$ cat src/rtl/simmem_pkg.sv
// Shared types and constants for the simmem write-side requester.
package simmem_pkg;

    localparam int IdW        = 4;
    localparam int AddrW      = 32;
    localparam int BurstLenW  = 4;
    localparam int BurstSizeW = 3;
    localparam int DataW      = 64;

    // AXI-style length field: the burst carries burst_len + 1 beats.
    localparam int MaxBurstLenField = 15;
    localparam int MaxBurstEffLen   = 16;
    // Wide enough to hold MaxBurstEffLen itself.
    localparam int XBurstEffLenW    = $clog2(MaxBurstEffLen) + 1;
    // Beat index inside a burst (0 .. MaxBurstEffLen-1).
    localparam int BeatW            = $clog2(MaxBurstEffLen);
    // Burst sequence tag carried in the data payload.
    localparam int SeqW             = 8;

    typedef struct packed {
        logic [IdW-1:0]        id;
        logic [AddrW-1:0]      addr;
        logic [BurstLenW-1:0]  burst_len;
        logic [BurstSizeW-1:0] burst_size;
    } waddr_t;

    typedef struct packed {
        logic [DataW-1:0] data;
        logic             last;
    } wdata_t;

    typedef enum logic {
        D_IDLE  = 1'b0,
        D_BURST = 1'b1
    } dstate_e;

    // Number of beats a burst really carries, saturated at MaxBurstEffLen.
    function automatic logic [XBurstEffLenW-1:0] get_effective_burst_len(
        input logic [BurstLenW-1:0] burst_len
    );
        logic [XBurstEffLenW-1:0] eff;
        eff = XBurstEffLenW'(burst_len) + XBurstEffLenW'(1);
        if (eff > XBurstEffLenW'(MaxBurstEffLen)) begin
            eff = XBurstEffLenW'(MaxBurstEffLen);
        end
        return eff;
    endfunction

endpackage

$ cat src/rtl/simmem_requester_fifo.sv
// Small synchronous FIFO with occupancy count; head is read straight from
// the storage registers so a pushed entry is visible the following cycle.
module simmem_requester_fifo #(
    parameter int Width = 8,
    parameter int Depth = 4
) (
    input  logic                     clk_i,
    input  logic                     rst_ni,
    input  logic                     push_i,
    input  logic [Width-1:0]         data_i,
    input  logic                     pop_i,
    output logic [Width-1:0]         data_o,
    output logic                     empty_o,
    output logic [$clog2(Depth):0]   count_o
);

    localparam int PtrW = $clog2(Depth);
    localparam int CntW = PtrW + 1;

    logic [Width-1:0] r_mem [Depth];
    logic [PtrW-1:0]  r_wr_ptr;
    logic [PtrW-1:0]  r_rd_ptr;
    logic [CntW-1:0]  r_count;

    logic w_full;
    logic w_push;
    logic w_pop;

    assign w_full  = (r_count == CntW'(Depth));
    assign empty_o = (r_count == '0);
    assign w_push  = push_i && !w_full;
    assign w_pop   = pop_i && !empty_o;
    assign data_o  = r_mem[r_rd_ptr];
    assign count_o = r_count;

    // Storage write; contents need no reset because the count guards reads.
    always_ff @(posedge clk_i) begin
        if (w_push) begin
            r_mem[r_wr_ptr] <= data_i;
        end
    end

    // Pointer and occupancy bookkeeping; Depth is a power of two so pointers wrap.
    always_ff @(posedge clk_i or negedge rst_ni) begin
        if (!rst_ni) begin
            r_wr_ptr <= '0;
            r_rd_ptr <= '0;
            r_count  <= '0;
        end else begin
            if (w_push) begin
                r_wr_ptr <= r_wr_ptr + PtrW'(1);
            end
            if (w_pop) begin
                r_rd_ptr <= r_rd_ptr + PtrW'(1);
            end
            case ({w_push, w_pop})
                2'b10:   r_count <= r_count + CntW'(1);
                2'b01:   r_count <= r_count - CntW'(1);
                default: r_count <= r_count;
            endcase
        end
    end

endmodule

$ cat src/rtl/simmem_write_requester.sv
// Write-side requester: queues burst commands, issues write addresses from
// one queue and generates the matching data beats from a second queue, so
// the two channels progress independently.
module simmem_write_requester
    import simmem_pkg::*;
#(
    parameter int QueueDepth     = 4,
    parameter bit AllowDataFirst = 1'b1
) (
    input  logic   clk_i,
    input  logic   rst_ni,
    input  waddr_t cmd_i,
    input  logic   cmd_valid_i,
    output logic   cmd_ready_o,
    output waddr_t waddr_o,
    output logic   waddr_valid_o,
    input  logic   waddr_ready_i,
    output wdata_t wdata_o,
    output logic   wdata_valid_o,
    input  logic   wdata_ready_i,
    output logic   idle_o
);

    localparam int CntW      = $clog2(QueueDepth) + 1;
    localparam int LenEntryW = XBurstEffLenW + SeqW;

    // Command side
    logic                     w_cmd_hs;
    logic [SeqW-1:0]          r_seq;

    // Address queue
    waddr_t                   w_addr_head;
    logic                     w_addr_empty;
    logic [CntW-1:0]          w_addr_count;
    logic                     w_waddr_hs;

    // Length queue: {effective length, seq}
    logic [LenEntryW-1:0]     w_len_entry;
    logic [LenEntryW-1:0]     w_len_head;
    logic                     w_len_empty;
    logic [CntW-1:0]          w_len_count;
    logic                     w_len_pop;
    logic [XBurstEffLenW-1:0] w_head_len;
    logic [SeqW-1:0]          w_head_seq;

    // Data FSM
    dstate_e                  r_state;
    dstate_e                  w_state_next;
    logic [XBurstEffLenW-1:0] r_len;
    logic [SeqW-1:0]          r_burst_seq;
    logic [BeatW-1:0]         r_beat;
    logic                     w_last;
    logic                     w_beat_hs;
    logic                     w_gate_open;

    // Ready depends only on current occupancy, so a pop in the same cycle
    // cannot make room for a push.
    assign cmd_ready_o = (w_addr_count != CntW'(QueueDepth)) &&
                         (w_len_count  != CntW'(QueueDepth));
    assign w_cmd_hs    = cmd_valid_i && cmd_ready_o;
    assign w_len_entry = {get_effective_burst_len(cmd_i.burst_len), r_seq};

    simmem_requester_fifo #(
        .Width ($bits(waddr_t)),
        .Depth (QueueDepth)
    ) u_addr_fifo (
        .clk_i   (clk_i),
        .rst_ni  (rst_ni),
        .push_i  (w_cmd_hs),
        .data_i  (cmd_i),
        .pop_i   (w_waddr_hs),
        .data_o  (w_addr_head),
        .empty_o (w_addr_empty),
        .count_o (w_addr_count)
    );

    simmem_requester_fifo #(
        .Width (LenEntryW),
        .Depth (QueueDepth)
    ) u_len_fifo (
        .clk_i   (clk_i),
        .rst_ni  (rst_ni),
        .push_i  (w_cmd_hs),
        .data_i  (w_len_entry),
        .pop_i   (w_len_pop),
        .data_o  (w_len_head),
        .empty_o (w_len_empty),
        .count_o (w_len_count)
    );

    assign w_head_len = w_len_head[LenEntryW-1:SeqW];
    assign w_head_seq = w_len_head[SeqW-1:0];

    // Address channel: head of the queue, forced to zero while empty.
    assign waddr_valid_o = !w_addr_empty;
    assign waddr_o       = w_addr_empty ? '0 : w_addr_head;
    assign w_waddr_hs    = waddr_valid_o && waddr_ready_i;

    // Sequence tag assigned to each accepted command, wrapping naturally.
    always_ff @(posedge clk_i or negedge rst_ni) begin
        if (!rst_ni) begin
            r_seq <= '0;
        end else if (w_cmd_hs) begin
            r_seq <= r_seq + SeqW'(1);
        end
    end

    // Gate on data start: open always, or only once an address is ahead.
    generate
        if (AllowDataFirst) begin : g_data_first
            assign w_gate_open = 1'b1;
        end else begin : g_addr_first
            logic [CntW-1:0] r_addr_ahead;

            // Count addresses issued whose bursts have not yet started.
            always_ff @(posedge clk_i or negedge rst_ni) begin
                if (!rst_ni) begin
                    r_addr_ahead <= '0;
                end else begin
                    case ({w_waddr_hs, w_len_pop})
                        2'b10:   r_addr_ahead <= r_addr_ahead + CntW'(1);
                        2'b01:   r_addr_ahead <= r_addr_ahead - CntW'(1);
                        default: r_addr_ahead <= r_addr_ahead;
                    endcase
                end
            end

            assign w_gate_open = (r_addr_ahead != '0);
        end
    endgenerate

    assign w_last = ({1'b0, r_beat} == (r_len - XBurstEffLenW'(1)));

    // Data FSM state register.
    always_ff @(posedge clk_i or negedge rst_ni) begin
        if (!rst_ni) begin
            r_state <= D_IDLE;
        end else begin
            r_state <= w_state_next;
        end
    end

    // Burst context: latched on burst entry, beat index advances per handshake.
    always_ff @(posedge clk_i or negedge rst_ni) begin
        if (!rst_ni) begin
            r_len       <= '0;
            r_burst_seq <= '0;
            r_beat      <= '0;
        end else if (w_len_pop) begin
            r_len       <= w_head_len;
            r_burst_seq <= w_head_seq;
            r_beat      <= '0;
        end else if (w_beat_hs) begin
            r_beat      <= r_beat + BeatW'(1);
        end
    end

    // Next state, length-queue pop and data channel outputs.
    always_comb begin
        w_state_next  = r_state;
        w_len_pop     = 1'b0;
        w_beat_hs     = 1'b0;
        wdata_valid_o = 1'b0;
        wdata_o       = '0;
        case (r_state)
            D_IDLE: begin
                if (!w_len_empty && w_gate_open) begin
                    w_state_next = D_BURST;
                    w_len_pop    = 1'b1;
                end
            end
            D_BURST: begin
                wdata_valid_o                      = 1'b1;
                wdata_o.data[SeqW+BeatW-1:0]       = {r_burst_seq, r_beat};
                wdata_o.last                       = w_last;
                if (wdata_ready_i) begin
                    w_beat_hs = 1'b1;
                    if (w_last) begin
                        w_state_next = D_IDLE;
                    end
                end
            end
            default: begin
                w_state_next = D_IDLE;
            end
        endcase
    end

    assign idle_o = w_addr_empty && w_len_empty && (r_state == D_IDLE);

endmodule
$ cat config.mk
export PLATFORM = sky130hd
export DESIGN_NAME = simmem_write_requester
export DESIGN_NICKNAME = d
export VERILOG_FILES = /design/src/rtl/simmem_pkg.sv /design/src/rtl/simmem_requester_fifo.sv /design/src/rtl/simmem_write_requester.sv
export SDC_FILE = /design/constraint.sdc
export NUM_CORES = 1
export LEC_CHECK = 0
export CAP_MARGIN = 15
export CORE_MARGIN = 2
export CORE_UTILIZATION = 40
export CTS_BUF_LIST = sky130_fd_sc_hd__clkbuf_4
export DETAILED_ROUTE_END_ITERATION = 8
export GPL_ROUTABILITY_DRIVEN = 0
export SYNTH_ARGS = -nofsm -noshare
export SYNTH_HDL_FRONTEND = slang
export SYNTH_HIERARCHICAL = 1
export SYNTH_SLANG_ARGS = --single-unit
$ cat constraint.sdc
create_clock -name clk_i -period 6 [get_ports clk_i]
set_input_delay 0.9 -clock clk_i [delete_from_list [all_inputs] [get_ports clk_i]]
set_output_delay 0.9 -clock clk_i [all_outputs]
set_load 0.03 [all_outputs]
# Word level (Yosys, flattened, before mapping)
# Memories as Yosys holds them, arrays and structs flattened. A register that Yosys moved wholly into a read port is not among the register bits.
# Index checks and enable logic that the tools add are counted.
[classes]
n_addsub = 12
magnitude_cmp = 1
eq_ne = 9
mux = 19
bitwise = 1
reduce_logical = 19
[op_table]
columns = ["operator", "n"]
rows = [
  ["$mux 43", 1],
  ["$mux 13", 1],
  ["$pmux 3 s2", 2],
  ["$mux 1", 11],
  ["$logic_and 1x1->1", 9],
  ["$add 2x1->2 const B", 4],
  ["$add 8x1->8 const B", 1],
  ["$mux 4", 2],
  ["$add 3x1->3 const B", 2],
  ["$eq 3x3->1 const B", 2],
  ["$logic_not 3->1", 2],
  ["$ne 3x3->1 const B", 2],
  ["$reduce_bool 2->1", 3],
  ["$sub 3x1->3 const B", 2],
  ["$add 4x1->5 const B", 1],
  ["$eq 4x5->1", 1],
  ["$gt 5x5->1 const B", 1],
  ["$logic_not 1->1", 5],
  ["$mux 5", 1],
  ["$sub 5x1->5 const B", 1],
  ["$add 4x1->4 const B", 1],
  ["$eq 2x1->1 const B", 2],
  ["$eq 2x2->1 const B", 2],
  ["$pmux 1 s2", 1],
  ["$not 1->1", 1],
]
[totals]
reg_bits = 27
mem_bits_rw = 224
input_bits = 48
out_inout_bits = 112
elab_cells = 72
mem_count = 2
[memory_table]
columns = ["name", "depth", "word_bits", "rd", "rd_ports_with_merged_regs", "wr", "line_no", "text"]
rows = [
  ["u_addr_fifo.r_mem", 4, 43, 1, 0, 1, "simmem_requester_fifo.sv:20", "logic [Width-1:0] r_mem [Depth];"],
  ["u_len_fifo.r_mem", 4, 13, 1, 1, 1, "simmem_requester_fifo.sv:20", ""],
]

# Longest topological paths before layout
# Gate-level depths: netlist of run 1.
[logic_depth]
ltp_word = 6
mapped_depth = 12
depth_no_buf = 12

# Modules after synthesis
# Netlist of run 1, hierarchy kept.
[by_module_without_submodules]
columns = ["module", "instances", "cells_per_inst", "area_each_um2"]
rows = [
  ["simmem_requester_fifo (u_addr_fifo)", 1, 262, 6693.9],
  ["simmem_requester_fifo (u_len_fifo)", 1, 105, 2334.7],
  ["simmem_write_requester", 1, 226, 2069.5],
]

# Worst setup path after synthesis of run 1
# No wires, ideal clock.
[synth_timing]
path_kind = "input-to-reg"
start = "input cmd_valid_i"
end = "memory u_addr_fifo/r_mem[0][0] in the netlist's numbering (enable)"
setup_time_ps = 405
t_arrival_ps = 2430
required_time_ps = 5595
setup_slack_ps = 3165
stages = 5
path_cell_list = "nand3_2 -> inv_2 -> inv_1 -> a31oi_4 -> and2_1"
[synth_via]
elab_chain_len = 4
[synth_lines]
columns = ["element", "line_no", "text"]
rows = [
  ["start, declared", "simmem_write_requester.sv:13", "input logic cmd_valid_i,"],
  ["$logic_and 1x1->1", "simmem_write_requester.sv:60", "assign w_cmd_hs = cmd_valid_i && cmd_ready_o;"],
  ["net w_cmd_hs", "simmem_write_requester.sv:28", "logic w_cmd_hs;"],
  ["$logic_and 1x1->1", "simmem_requester_fifo.sv:31", "assign w_push = push_i && !w_full;"],
  ["$mux 1", "simmem_requester_fifo.sv:38", "if (w_push) begin"],
  ["$mux 1 (not written as such)", "simmem_requester_fifo.sv:39", "r_mem[r_wr_ptr] <= data_i;"],
  ["end, declared", "simmem_requester_fifo.sv:20", ""],
]
# The timed path passes the listed nets, and every way through them passes these cells.

# Final worst setup path of run 1
[layout_timing]
start = "register u_addr_fifo.r_count[0] (netlist: u_addr_fifo/count_o[0])"
end = "output idle_o"
[layout_via]
elab_chain_len = 3
[layout_lines]
columns = ["element", "line_no", "text"]
rows = [
  ["start, declared", "simmem_requester_fifo.sv:23", "logic [CntW-1:0] r_count;"],
  ["start signal, assigned", "simmem_requester_fifo.sv:57", "2'b10: r_count <= r_count + CntW'(1);"],
  ["start signal, assigned", "simmem_requester_fifo.sv:58", "2'b01: r_count <= r_count - CntW'(1);"],
  ["start signal, assigned", "simmem_requester_fifo.sv:59", "default: r_count <= r_count;"],
  ["$logic_not 3->1", "simmem_requester_fifo.sv:30", "assign empty_o = (r_count == '0);"],
  ["net w_addr_empty", "simmem_write_requester.sv:33", "logic w_addr_empty;"],
  ["$logic_and 1x1->1 (2 in a row)", "simmem_write_requester.sv:189", "assign idle_o = w_addr_empty && w_len_empty && (r_state == D_IDLE);"],
  ["end, declared", "simmem_write_requester.sv:21", "output logic idle_o"],
]
# The timed path passes the listed nets, and every way through them passes these cells.

==> results of run 1 <==
-- routing by layer --
layer	share of wire [%]	GRT usage, %	up-vias
met5	0	0	-
met4	1.7	5.946	0
met3	7.1	5.274	35
met2	50	24.06	157
met1	41	17.14	2810
li1	-	-	2524
-- sequential cells by signal, summed over array words and instances (netlist names) --
| signal | count |
|---|---|
| u_addr_fifo/r_mem | 172 |
| u_addr_fifo/r_wr_ptr | 2 |
| u_len_fifo/count_o | 3 |
| r_beat | 4 |
| u_addr_fifo/r_rd_ptr | 2 |
| r_seq | 8 |
| u_addr_fifo/count_o | 3 |
| u_len_fifo/r_mem | 52 |
| r_burst_seq | 8 |
| r_state | 1 |
| r_len | 5 |
| u_len_fifo/r_rd_ptr | 2 |
| u_len_fifo/r_wr_ptr | 2 |
-- critical path: cells and delay by family, from the launching register on --
kind | cells | cell delay, ps
buffers and inverters | 2 | 1220
AND/OR/NAND/NOR | 2 | 830
flip-flops | 1 | 440
-- worst min-delay path by stage --
| stage | start | slack (ps) | to | cells after the start |
|---|---|---|---|---|
| floorplan | r_burst_seq[7] | 470 | r_burst_seq[7] | 1 |
| global route | rst_ni | 430 | u_len_fifo/r_wr_ptr[1] | 1 |
| global placement | r_burst_seq[1] | 480 | r_burst_seq[1] | 1 |
| CTS | rst_ni | 390 | u_len_fifo/r_wr_ptr[1] | 1 |
| finish | rst_ni | 420 | u_len_fifo/r_wr_ptr[1] | 1 |
| detailed placement | r_burst_seq[2] | 500 | r_burst_seq[2] | 1 |
-- synthesized netlist by cell type (3+ instances only) --
library cell / count
ha_1: 14
buf_12: 5
nor2b_1: 45
nand2_1: 12
mux4_2: 46
xor2_1: 15
edfxtp_1: 224
a22o_1: 3
and2_1: 21
mux2_2: 14
nor3_1: 4
buf_4: 53
dfrtp_1: 40
mux4_1: 10
nor3b_1: 3
buf_2: 7
xnor2_1: 13
nand3_1: 3
clkbuf_1: 6
o21ai_0: 5
nor2_1: 4
inv_1: 18
-- report_power, final --
part	switching (mW)	internal, mW	leakage, nW
Sequential	0.280	2.45	2.56
Combinational	1.31	1.03	1.68
Clock	0.684	0.853	0.536
-- through the flow --
stage	hold WS [ps]	utilization, %	total power, mW
6_report	421.8	48.76	6.609
5_1_grt	433.8	48.76	6.983
4_1_cts	387.0	48.76	6.726
3_5_place_dp	496.7	45.40	5.141
3_3_place_gp	484.9	45.40	5.081
2_1_floorplan	472.7	-	4.316
-- final cells by class --
class	count	area, um^2
fillers	2251	13890
flip-flops and latches	264	7732
multi-input cells	288	2923
repair buffers	113	1111
clock buffers	106	795.8
well taps	372	465.4
clock inverters	20	115.1
inverters	19	71.32
-- cell families (layout without fill, tap and decap cells) --
kind of cell             Yosys count  count (layout)  synth area share [%]
flip-flops                       264             264                 69.63
AND/OR/NAND/NOR                  105             105                 5.795
buffers and inverters             92             258                 5.851
multiplexers                      72              72                 13.30
XOR/XNOR                          29              29                 2.356
adder cells (fa/ha/maj)           16              16                 1.939
AO/OA/AOI/OAI                     14              14                 1.094
other                              1              52               0.03379
==> results.md, run 1 <==
* Slowest cell on crit path: clkdlybuf4s50_1
* First-pass GRT wire length at 32200 um
* Crit path from: u_addr_fifo/count_o[0]
* Pleak at 4.775 nW
* Placed insts at 1056
* Slew Limit Fails at 0
* Area leader, netlist: edfxtp_1
* Postcts setup bufs at 0
* Post-DP Area at 12300 um^2
* Worst-Skew Late Latency at 640 ps
* Sequence of cells on the critical path: nor3_2 -> buf_4 -> and2_1 -> clkdlybuf4s50_1
* Post-synth top area share at 60.61%
* Die width at roughly 170 um
* Number of global-route vias before repair at roughly 6100
* CP Capture Type: primary output
* Crit Path Max Fanout at 36
* Register area share after synthesis at 69.63%
* RSZ-0062 raised after global routing: no
* Commonest register cell after synthesis: edfxtp_1
* Final worst-path cycle share at 67.16%
* Die area at 29090 um^2
* CTS Buffer Depth at 3
* Top post-synthesis cells by area: edfxtp_1 (61%), mux4_2 (9.3%), dfrtp_1 (9.0%), buf_4 (3.6%), nor2b_1 (2.5%)
* Residual DRC at 0
* Mapped Area at 11100 um^2
* Final count of negative-setup-slack endpoints at 0
* Largest net degree at the start of global routing at 46
* DR iter-0 viols at 288
* Reg2Reg Depth at 7
* Critical R2R Launch: u_addr_fifo/count_o[2]
* Power per cell area at about 500 nW/um^2
* Starting Density at 40.95%
* Seq cells post-synth at 264
* I/O pins at 160
* Vias at 5526
* Slew @ Worst Pin at 956.9 ps
* Commonest non-fill, non-tap cell in the layout: edfxtp_1
* Routed len/inst at 17.31 um
* CTS buffer count at 70
* Clk sinks at 264
* CP max stage delay at 670 ps
* # diodes at 0
* Height of the die at ~170 um
* Fin Clk Skew at around 38 ps
* Post-Syn Instances at 593
* Core Box Area at 27100 um^2
* Post-synth cell types at 40
* CTS resizes at 0
* Total Nets Final at 820
* Setup WS pre-CTS at between 2000 and 3000 ps
* Vias/cell at 4.675
* Routed Antenna Nets at 0
* Total Wirelength at 20460 um
* Layout cells sized above 1 at roughly a quarter
* Buffers on Ports at 107
* H-tree depth at 3
* Avg Cell Area, Syn at 18.72 um^2
* EDFF count, synth at 224
* Most frequent cells in the layout: edfxtp_1 (224), clkbuf_4 (106), clkdlybuf4s50_1 (106)
* Final Hold Vio Count at 0
* Hold WC Path Type: in -> async
* Worst EP required at just over 5000 ps
* Site Rows at 60
* CP Launch Type: flip-flop
* FFs w/ async S/R, synth at 15.15%
* CTS tree: built
* Worst setup path category: reg -> out
* Drt pass-1 iters at 4
* CTS Root Cell: clkbuf_4
* Grt ovf at 0
* Arrival @ worst endpoint at roughly 3100 ps
* Finished Cell Area at between 10000 and 15000 um^2
* Reg clk slew, reported paths at 60 ps
* PnR worst setup slack at 1970 ps
* Synth warn at 6
* Post-DP HPWL at 12710 um
* R2r endpoint: u_addr_fifo/r_mem[2][35]
* Worst slew margin at 36.21%
* FMAX at about 0.25 GHz
* Setup TNS at 0 ps
* Initial antenna violation count at 1
* Area grow syn2layout at 19.06%
* Max-capacitance violation count at 0
* Cts hold-fix bufs at 0
* Outcome: finished clean
* Tmin final at just over 4000 ps
* GRT Overall Usage at 14.49%
* Post-Layout Cell Count at between 1000 and 1500
* Critical path capture point: idle_o
* Worst vdd ir at 0.3091 mV
* R2r setup slk at 3320 ps
No activity file was read; power rests on OpenSTA's default activity.
==> run 2: changes to the inputs <==
==> constraint.sdc (replaced) <==
create_clock -name clk_i -period 3.7 [get_ports clk_i]
set_input_delay 0.555 -clock clk_i [delete_from_list [all_inputs] [get_ports clk_i]]
set_output_delay 0.555 -clock clk_i [all_outputs]
set_load 0.03 [all_outputs]
==> results.md, run 2 (synthesis results as in run 1) <==
* Slew @ Worst Pin at 937.2 ps
* Die width at around 170 um
* R2r setup slk at 990 ps
* Hold WC Path Type: in -> async
* Most frequent cells in the layout: edfxtp_1 (224), clkdlybuf4s50_1 (106), clkbuf_4 (105)
* Power per cell area at 814.9 nW/um^2
* Max FFs per register at 172
* Outcome: finished clean
* Commonest non-fill, non-tap cell in the layout: edfxtp_1
* Vias at around 5600
* Buffers on Ports at 107
* Worst slew margin at 37.52%
* Area grow syn2layout at 20.10%
* Post-Layout Cell Count at 1187
* FF+latch area at 7732 um^2
* Total Nets Final at 825
* Layout cells sized above 1 at 24.69%
* Site Rows at 60
* CTS tree: built
* Starting Density at 40.95%
* Crit Path Max Fanout at 18
* Pleak at 4.823 nW
* Routed len/inst at 17.73 um
* Fin Clk Skew at 79.26 ps
* Pwr Total at 10.86 mW
* CP max stage delay at approximately 650 ps
* Die area at 29090 um^2
* FMAX at 0.2924 GHz
* H-tree depth at 3
* Reg clk slew, reported paths at 70 ps
* CTS buffer count at 71
* Critical R2R Launch: u_addr_fifo/count_o[0]
* GRT Overall Usage at 14.95%
* Height of the die at 170.6 um
* Total Wirelength at 21050 um
* Largest net degree at the start of global routing at 44
* Core Box Area at between 20000 and 30000 um^2
* Residual DRC at 0
* CTS Buffer Depth at 3
* CP Capture Type: primary output
* Worst EP required at 3140 ps
* Final count of negative-setup-slack endpoints at 0
* # fillers at 2289
* Post-DP HPWL at roughly 13000 um
* Vias/cell at about 4.7
* CP Launch Type: flip-flop
* Biggest regs: u_addr_fifo/r_mem: 172 flops, u_len_fifo/r_mem: 52 flops
* I/O pins at 160
* Worst-Skew Late Latency at 690 ps
* Max-capacitance violation count at 0
* WP buf/inv at 2
* Worst setup path category: reg -> out
* Final worst-path cycle share at 92.42%
* Number of global-route vias before repair at 6202
* CTS Root Cell: clkbuf_4
* First-pass GRT wire length at 33030 um
* Placed insts at 1059
* Tmin final at 3419 ps
* Sequence of cells on the critical path: buf_12 -> mux4_2 -> nor2b_1 -> clkdlybuf4s50_1
* Routed Antenna Nets at 0
* Grt ovf at 0
* Multi-input gate area at 2923 um^2
* Crit path from: u_addr_fifo/r_rd_ptr[0]
* Initial antenna violation count at 2
* Cts hold-fix bufs at 0
* RSZ-0062 raised after global routing: no
* CTS resizes at 0
* Slowest cell on crit path: dfrtp_4
* Postcts setup bufs at 1
* Largest reg by FF count: u_addr_fifo/r_mem
* Setup TNS at 0 ps
* Arrival @ worst endpoint at 2860 ps
* Final Hold Vio Count at 0
* Drt pass-1 iters at 4
* Delay-heaviest family, CP: buffers and inverters
* Slew Limit Fails at 0
* Worst vdd ir at 0.5130 mV
* Clk sinks at 264
* DR iter-0 viols at 248
## run 2: path summary, 6_finish.rpt
check,endpoint,depth (start not counted)
max,waddr_o[32],4
min,r_state,1
max reg2reg,u_addr_fifo/count_o[1],8
min reg2reg,r_burst_seq[6],1
max in group asynchronous,u_addr_fifo/r_rd_ptr[0],1
min in group clk_i,u_addr_fifo/r_mem[2][24],1
## run 2: power by group
part           internal [mW]  total, mW  switching (mW)
logic                   1.79       4.00            2.21
clock network           1.32       2.49            1.17
registers               3.97       4.37           0.399
total                   7.08       10.9            3.79
## run 2: per-stage QoR
stage	worst slack (ps)	utilization [%]	instance area (um^2)	hold slack, ps
2_1_floorplan	1125	-	11290	259.4
3_3_place_gp	734.1	45.76	12400	483.6
3_5_place_dp	737.8	45.76	12400	496.9
4_1_cts	169.2	49.17	13330	26.83
5_1_grt	52.00	49.17	13330	66.71
6_report	280.6	49.18	13330	58.51
## run 2: final cells by class
cell class                      instances  share of cell area (%)
Sequential cell                       264                   58.01
Multi-Input combinational cell        288                   21.93
Timing Repair Buffer                  117                   9.274
Clock buffer                          105                   5.914
Tap cell                              372                   3.492
Clock inverter                         21                  0.8261
Inverter                               19                  0.5351
Antenna cell                            1                 0.01877
## run 2: per-layer routing
metal | track usage (%) | vias up | wire length [um]
met2 | 25.35 | 186 | 10670
met3 | 5.806 | 43 | 1550
met5 | 0 | - | 13
met4 | 5.463 | 2 | 399
met1 | 17.23 | 2828 | 8415
li1 | - | 2543 | -
==> run 3: changes to the inputs <==
--- a/config.mk
+++ b/config.mk
@@ -7,10 +7,12 @@
 export LEC_CHECK = 0
 export CAP_MARGIN = 15
 export CORE_MARGIN = 2
-export CORE_UTILIZATION = 40
+export CORE_UTILIZATION = 51
 export CTS_BUF_LIST = sky130_fd_sc_hd__clkbuf_4
+export CTS_CLUSTER_SIZE = 24
 export DETAILED_ROUTE_END_ITERATION = 8
 export GPL_ROUTABILITY_DRIVEN = 0
+export PLACE_DENSITY = 0.79
 export SYNTH_ARGS = -nofsm -noshare
 export SYNTH_HDL_FRONTEND = slang
 export SYNTH_HIERARCHICAL = 1
==> results.md, run 3 (synthesis results as in run 1) <==
* Outcome: finished clean
* Routed len/inst at 18.46 um
* I/O pins at 160
* FF+latch area at 7732 um^2
* Hold WC Path Type: in -> async
* GRT Overall Usage at 17.84%
* Site Rows at 53
* Final Hold Vio Count at 0
* Number of global-route vias before repair at 5995
* Vias at around 5500
* DR iter-0 viols at approximately 350
* H-tree depth at 3
* Worst vdd ir at 0.6966 mV
* Max-capacitance violation count at 0
* Critical path capture point: idle_o
* Most frequent cells in the layout: edfxtp_1 (224), clkdlybuf4s50_1 (106), clkbuf_4 (96)
* Layout cells sized above 1 at a little under a quarter
* Post-DP HPWL at 12340 um
* Tmin final at 3447 ps
* Slew @ Worst Pin at 921.1 ps
* RSZ-0062 raised after global routing: no
* Height of the die at approximately 150 um
* Pwr Total at 10.71 mW
* Crit Path Max Fanout at 6
* Die width at about 150 um
* Max FFs per register at 172
* Arrival @ worst endpoint at 2890 ps
* Routed Antenna Nets at 0
* Starting Density at a little over half
* Largest net degree at the start of global routing at 46
* Core Box Area at 21220 um^2
* Residual DRC at 0
* R2r endpoint: u_addr_fifo/count_o[2]
* Pleak at 4.777 nW
* CTS Root Cell: clkbuf_4
* Worst setup path category: reg -> out
* Slew Limit Fails at 0
* Die area at about 23000 um^2
* Initial antenna violation count at 0
* R2r setup slk at 1140 ps
* Biggest regs: u_addr_fifo/r_mem: 172 flops, u_len_fifo/r_mem: 52 flops
* CP Launch Type: flip-flop
* Drt pass-1 iters at 5
* CTS resizes at 0
* Setup TNS at 0 ps
* # diodes at 0
* Final Core Density at roughly three fifths
* Crit path from: u_len_fifo/count_o[2]
* CP Capture Type: primary output
* Largest reg by FF count: u_addr_fifo/r_mem
* Total Nets Final at approximately 800
* Smallest hold slack at 54.02 ps
* Worst EP required at around 3100 ps
* CTS Buffer Depth at 3
* Final count of negative-setup-slack endpoints at 0
* Area grow syn2layout at 18.25%
* FMAX at 0.2901 GHz
* Reg2Reg Depth at 10
* # fillers at 1505
* Clk sinks at roughly 260
* Vias/cell at just over 5
* Total Wirelength at 19860 um
* Critical R2R Launch: u_addr_fifo/count_o[0]
* Grt ovf at 0
* Multi-input gate area at 2923 um^2
* CTS tree: built
* Buffers on Ports at between 100 and 150
* Final worst-path cycle share at between 90 and 100%
* Fin Clk Skew at around 38 ps
* CTS buffer count at 67
* First-pass GRT wire length at 30800 um
* Reg clk slew, reported paths at 70 ps
* Power per cell area at around 820 nW/um^2
* Worst slew margin at about two fifths
* Worst-Skew Late Latency at 640 ps
* Commonest non-fill, non-tap cell in the layout: edfxtp_1
[run 3: layer usage]
layer	part of all wire [%]	track usage (%)
met2	51	29.73
met1	38	22.32
met5	0	0
met3	8.4	5.778
met4	1.6	5.972
[run 3: through the flow]
step | setup WS [ps] | cell area, um^2 | std cells
floorplan | 1125 | 11290 | 644
global placement | 781.4 | 12260 | 961
detailed placement | 759.6 | 12260 | 961
CTS | 41.85 | 13110 | 1075
global route | 74.32 | 13120 | 1076
finish | 252.7 | 13120 | 1076
[run 3: worst min path at each step]
stage | end | cells past startpoint
after floorplan | r_beat[0] | 0
after global placement | r_burst_seq[2] | 1
after detailed placement | r_burst_seq[1] | 1
after CTS | r_burst_seq[2] | 1
after global routing | r_burst_seq[2] | 1
final | r_beat[1] | 1
[run 3: area by class of cell]
| type | instances | area share [%] |
|---|---|---|
| clock buffers | 96 | 5.491 |
| clock inverters | 18 | 0.9820 |
| inverters | 19 | 0.5434 |
| multi-input cells | 288 | 22.27 |
| flip-flops and latches | 264 | 58.92 |
| well taps | 275 | 2.622 |
| repair buffers | 116 | 9.172 |
[run 3: power by group]
| group | switching, mW | internal (mW) |
|---|---|---|
| Sequential | 0.376 | 3.97 |
| Clock | 1.09 | 1.33 |
| Combinational | 2.19 | 1.75 |
[run 3: worst max-delay path, cell delays in order (launching register included)]
cell	delay, ps
dfrtp_1	470
nor3_1	570
nor2b_1	380
and2_1	170
clkdlybuf4s50_1	670
[run 3: repair_timing]
action	in CTS	in global routing
setup endpoints to repair	0	5
hold buffers	0	0
endpoints found under the hold margin	0	0
setup buffers	0	1
